`config.mk`:
```
export PLATFORM = sky130hd
export DESIGN_NAME = mux_stream
export DESIGN_NICKNAME = d
export VERILOG_FILES = /design/src/rtl/mux_stream_pkg.sv /design/src/rtl/mux_stream_rr_pick.sv /design/src/rtl/mux_stream.sv
export SDC_FILE = /design/constraint.sdc
export NUM_CORES = 1
export LEC_CHECK = 0
export BUFFER_PORTS_ARGS = -buffer_cell sky130_fd_sc_hd__buf_2
export CORE_AREA = 2 2 50 52
export DETAILED_ROUTE_END_ITERATION = 10
export DIE_AREA = 0 0 52 54
export PLACE_DENSITY = 0.78
export SETUP_SLACK_MARGIN = 0.2
export SLEW_MARGIN = 20
export SYNTH_ARGS = -nofsm -noshare
export SYNTH_HDL_FRONTEND = slang
export SYNTH_SLANG_ARGS = --single-unit
```
`constraint.sdc`:
```
create_clock -name clk -period 1.38 [get_ports clk]
set_input_delay 0.276 -clock clk [delete_from_list [all_inputs] [get_ports clk]]
set_output_delay 0.276 -clock clk [all_outputs]
set_load 0.005 [all_outputs]
```
`src/rtl/mux_stream_pkg.sv`:
```
// Shared definitions for the mux_stream block: mode encodings and select-width helper.
package mux_stream_pkg;

  localparam logic MODE_FIXED = 1'b0;
  localparam logic MODE_RR    = 1'b1;

  function automatic int sel_width(input int n);
    return (n > 1) ? $clog2(n) : 1;
  endfunction

endpackage

```
`src/rtl/mux_stream_rr_pick.sv`:
```
// Round-robin picker: rotates the request vector to start just after 'last',
// then priority-encodes the lowest set bit and maps it back to a channel index.
module rr_pick
  import mux_stream_pkg::*;
#(
  parameter int N = 4,
  localparam int SELW = sel_width(N)
) (
  input  logic [N-1:0]    req,
  input  logic [SELW-1:0] last,
  output logic            found,
  output logic [SELW-1:0] idx
);

  logic [N-1:0]  rot;
  logic [SELW:0] off;
  logic [SELW:0] sum;

  // bit j of rot is channel (last+1+j) mod N
  assign rot = N'({req, req} >> (32'(last) + 32'd1));

  always_comb begin
    found = |rot;
    off   = '0;
    sum   = '0;
    idx   = '0;
    for (int j = N - 1; j >= 0; j--) begin
      if (rot[j]) off = (SELW+1)'(j);
    end
    sum = {1'b0, last} + off + (SELW+1)'(1);
    idx = SELW'((sum >= (SELW+1)'(N)) ? sum - (SELW+1)'(N) : sum);
  end

endmodule

```
`src/rtl/mux_stream.sv`:
```
// N-channel streaming mux with a one-entry registered output stage.
// Define MUX_STREAM_RR_EN to enable the runtime-selectable round-robin mode.
module mux_stream
  import mux_stream_pkg::*;
#(
  parameter int WIDTH = 8,
  parameter int N = 4,
  localparam int SELW = sel_width(N)
) (
  input  logic              clk,
  input  logic              rst,
  input  logic [SELW-1:0]   sel,
  input  logic              mode,
  input  logic [N*WIDTH-1:0] in_data,
  input  logic [N-1:0]      in_valid,
  output logic [N-1:0]      in_ready,
  output logic [WIDTH-1:0]  out_data,
  output logic              out_valid,
  input  logic              out_ready,
  output logic [SELW-1:0]   grant
);

  logic             load;
  logic             accept;
  logic             sel_ok;
  logic             pick_valid;
  logic [SELW-1:0]  pick_idx;
  logic [WIDTH-1:0] chan_data;

  assign load   = ~out_valid | out_ready;
  assign sel_ok = (32'(sel) < N);

`ifdef MUX_STREAM_RR_EN
  logic [SELW-1:0] last;
  logic [SELW-1:0] rr_idx;
  logic            rr_found;

  rr_pick #(.N(N)) u_pick (
    .req   (in_valid),
    .last  (last),
    .found (rr_found),
    .idx   (rr_idx)
  );

  always_comb begin
    pick_valid = sel_ok;
    pick_idx   = sel;
    if (mode == MODE_RR) begin
      pick_valid = rr_found;
      pick_idx   = rr_idx;
    end
  end

  // Reset to N-1 so the first round-robin search begins at channel 0
  always_ff @(posedge clk or posedge rst) begin
    if (rst) begin
      last <= SELW'(N - 1);
    end else if (accept) begin
      last <= pick_idx;
    end
  end
`else
  logic unused_mode;
  assign unused_mode = mode;
  assign pick_valid  = sel_ok;
  assign pick_idx    = sel;
`endif

  always_comb begin
    in_ready  = '0;
    chan_data = '0;
    for (int i = 0; i < N; i++) begin
      if (pick_valid && (pick_idx == SELW'(i))) begin
        in_ready[i] = load;
        chan_data   = in_data[i*WIDTH +: WIDTH];
      end
    end
  end

  assign accept = |(in_ready & in_valid);

  // A new beat may replace a draining one in the same cycle
  always_ff @(posedge clk or posedge rst) begin
    if (rst) begin
      out_valid <= 1'b0;
      out_data  <= '0;
      grant     <= '0;
    end else if (accept) begin
      out_valid <= 1'b1;
      out_data  <= chan_data;
      grant     <= pick_idx;
    end else if (out_ready) begin
      out_valid <= 1'b0;
    end
  end

endmodule

```
==> qor.csv <==
stage;metric;value;unit
logic_synthesis;yosysUniqueCellTypes;21;
clock_tree;clkLatencyLatePin;0.28;ns
logic_synthesis;syn_inst;48;
logic_synthesis;synth-seq-cells;11;
timing;finalSetupTns;-0.8390;ns
clock_tree;clock-sinks;11;
grt;grt_start_max_net_pins;12;
floorplanning;fp.dieH;54;um
cells_and_area;antenna_cells;0;
route;drt-initial-drc-count;2;
clock_tree;htree_num_levels;1;
power_and_ir_drop;p_per_area;936.4;nW/um^2
worst_hold_path;hold_class;primary input to register;
placement;place_congestion;0.7081;
clock_tree;cts-root-buf;clkbuf_4;
clock_tree;cts-buffers-inserted;3;
logic_synthesis;async_reset_ff_frac;1.000;
timing;fin_skew;0.003480;ns
floorplanning;rows;18;
timing;rsz0062_at_grt;yes;
timing;layout_setup_ws;-0.1423;ns
route;routed_wl;2.067;mm
grt;grtUsageTotal;0.1613;
worst_setup_path;path_class;register to output pin;
cells_and_area;register_area;275.3;um^2
cells_and_area;multi_input_area;486.7;um^2
timing;worst_slew_pin_slew;0.4110;ns
logic_synthesis;synth-edff-count;0;
cells_and_area;final_cell_mix;53 x buf_2, 11 x dfrtp_1, 10 x mux2_4, 10 x buf_6, 7 x mux4_1;
timing;hold-worst-slack;0.3876;ns
grt;overflow;0;
worst_setup_path;cp_cell_sequence;buf_6 > nand2b_4 > buf_6 > and3_4 > buf_6;
placement;io_buffer_count;55;
status;run_status;finished, violations left;
placement;dp_hpwl;1.640;mm
timing;drv_slew;0;
worst_setup_path;crit_fanout;4;
floorplanning;ios;57;
clock_tree;cts_tree;yes;
timing;hold_viol;0;
grt;antenna_found_initial;0;
logic_synthesis;ys_seq_area_frac;0.3787;
power_and_ir_drop;vdd_ir_drop_max;0.3432;mV
worst_setup_path;cp-start-kind;register;
floorplanning;core-area;2320;um^2
worst_setup_path;crit_path_end_kind;output pin;
logic_synthesis;syn_nets;90;
cells_and_area;final_util;0.5458;
status;failed_checks;setup timing;
timing;setup_viol_count_final;13;
timing;post-route-period-util;1.103;
cells_and_area;drive_gt1_frac;0.7627;
power_and_ir_drop;p_leak;0.6755;nW
cells_and_area;nets;161;
worst_setup_path;cp_slowest_cell;dfrtp_1;
run;maxCapViolCount;0;
route;routedWlPerCell;13.97;um
worst_setup_path;worstPathRequired;1.10;ns
worst_setup_path;cp_common_cell;buf_6;
logic_synthesis;ys.warnings.count;0;
logic_synthesis;avgSynthCellArea;15.14;um^2
floorplanning;dieArea;2808;um^2
worst_setup_path;max_stage_delay;0.40;ns
route;ant_nets;0;
timing;relSlewSlack;0.7257;
cells_and_area;final_common_cell;buf_2;
grt;first_global_vias;688;
timing;period_needed;1.522;ns
cells_and_area;area_growth_syn_to_layout;74.18;%
logic_synthesis;syn_area;726.9;um^2
cells_and_area;nFillCells;199;
route;vias;697;
floorplanning;die_x;52;um
worst_setup_path;crit_arrival;1.25;ns
route;post_drt_via_cell_ratio;4.709;
route;drc;0;
grt;grt_pass1_wl;3.063;mm
route;drtPass1Iterations;4;
floorplanning;start_util;0.3134;
logic_synthesis;ys.flop_type;dfrtp_1;
clock_tree;cts.reportedPaths.clkPinSlew;0.07;ns
timing;clock.fmax;656.9;MHz
clock_tree;clockBufferDepth;2;
## area by class of cell
class / instances / share of cell area
clock buffers: 4 / 0.02075
flip-flops and latches: 11 / 0.2174
inverters: 2 / 0.005929
repair buffers: 70 / 0.3419
well taps: 30 / 0.02964
multi-input cells: 31 / 0.3844
## sequential cells by signal, indices dropped and copies added, names as in the netlist
signal     cells
out_data       8
out_valid      1
grant          2
## power breakdown
part           switching (W)  leakage [nW]  internal [W]
Combinational       0.000175         0.532      0.000336
Clock               0.000116        0.0150      0.000112
Sequential         0.0000439         0.128      0.000403
## timing repair
action | in CTS | in global routing
setup endpoints to repair | 16 | 15
setup buffers | 2 | 1
endpoints found under the hold margin | 11 | 0
gates resized for setup | 19 | 8
pin swaps | 2 | 1
hold buffers | 1 | 0
## path summary, 6_finish.rpt
kind	start	endpoint	slack (ns)	cells after the start
setup reg to reg	out_valid	out_data[7]	-0.07	6
min in group asynchronous	rst	grant[0]	0.52	3
max in group asynchronous	rst	out_data[6]	0.57	3
setup / recovery	out_valid	in_ready[3]	-0.14	5
hold reg to reg	out_data[5]	out_data[5]	0.51	1
hold / removal	sel[1]	grant[1]	0.39	3
## cells by family (layout without fill, tap and decap cells)
logic type | after synthesis | after routing | share of synthesized area
flip-flops | 11 | 11 | 0.3787
buffers and inverters | 6 | 76 | 0.05507
AO/OA/AOI/OAI | 2 | 2 | 0.03614
multiplexers | 19 | 19 | 0.4578
AND/OR/NAND/NOR | 10 | 10 | 0.07230
## cells in the mapped netlist (2+ instances only)
cell type	n	area (um^2)
dfrtp_1	11	275.3
inv_1	2	7.510
mux2_2	9	101.4
mux4_1	7	183.9
nand2_1	2	7.510
nor3_1	2	10.01
## routing by layer
layer  global-route usage  vias to the layer above  wire, um
met5                    0                        -         0
met4               0.1623                        0       103
met3              0.01389                        9       115
met2               0.3101                       36      1119
met1               0.1441                      323       729
li1                     -                      329         -
## stage by stage
step                      instance area (um^2)  instances  worst slack, ns  total power (W)
final                                     1266        148          -0.1423         0.001186
after global routing                      1266        148          -0.1890         0.001257
after CTS                                 1219        147          -0.1166         0.001157
after detailed placement                  1090        140          -0.1875        0.0008430
after global placement                    1090        140          -0.1541        0.0008184
after floorplan                          734.5         48         -0.09415        0.0006342
## worst max-delay path, delay by kind of cell, from the launching register on
kind	cells	cell delay [ns]
DFF	1	0.40
and+or+nand+nor	2	0.25
buffers and inverters	3	0.32
Note: power is estimated with default switching activity, not from simulation.
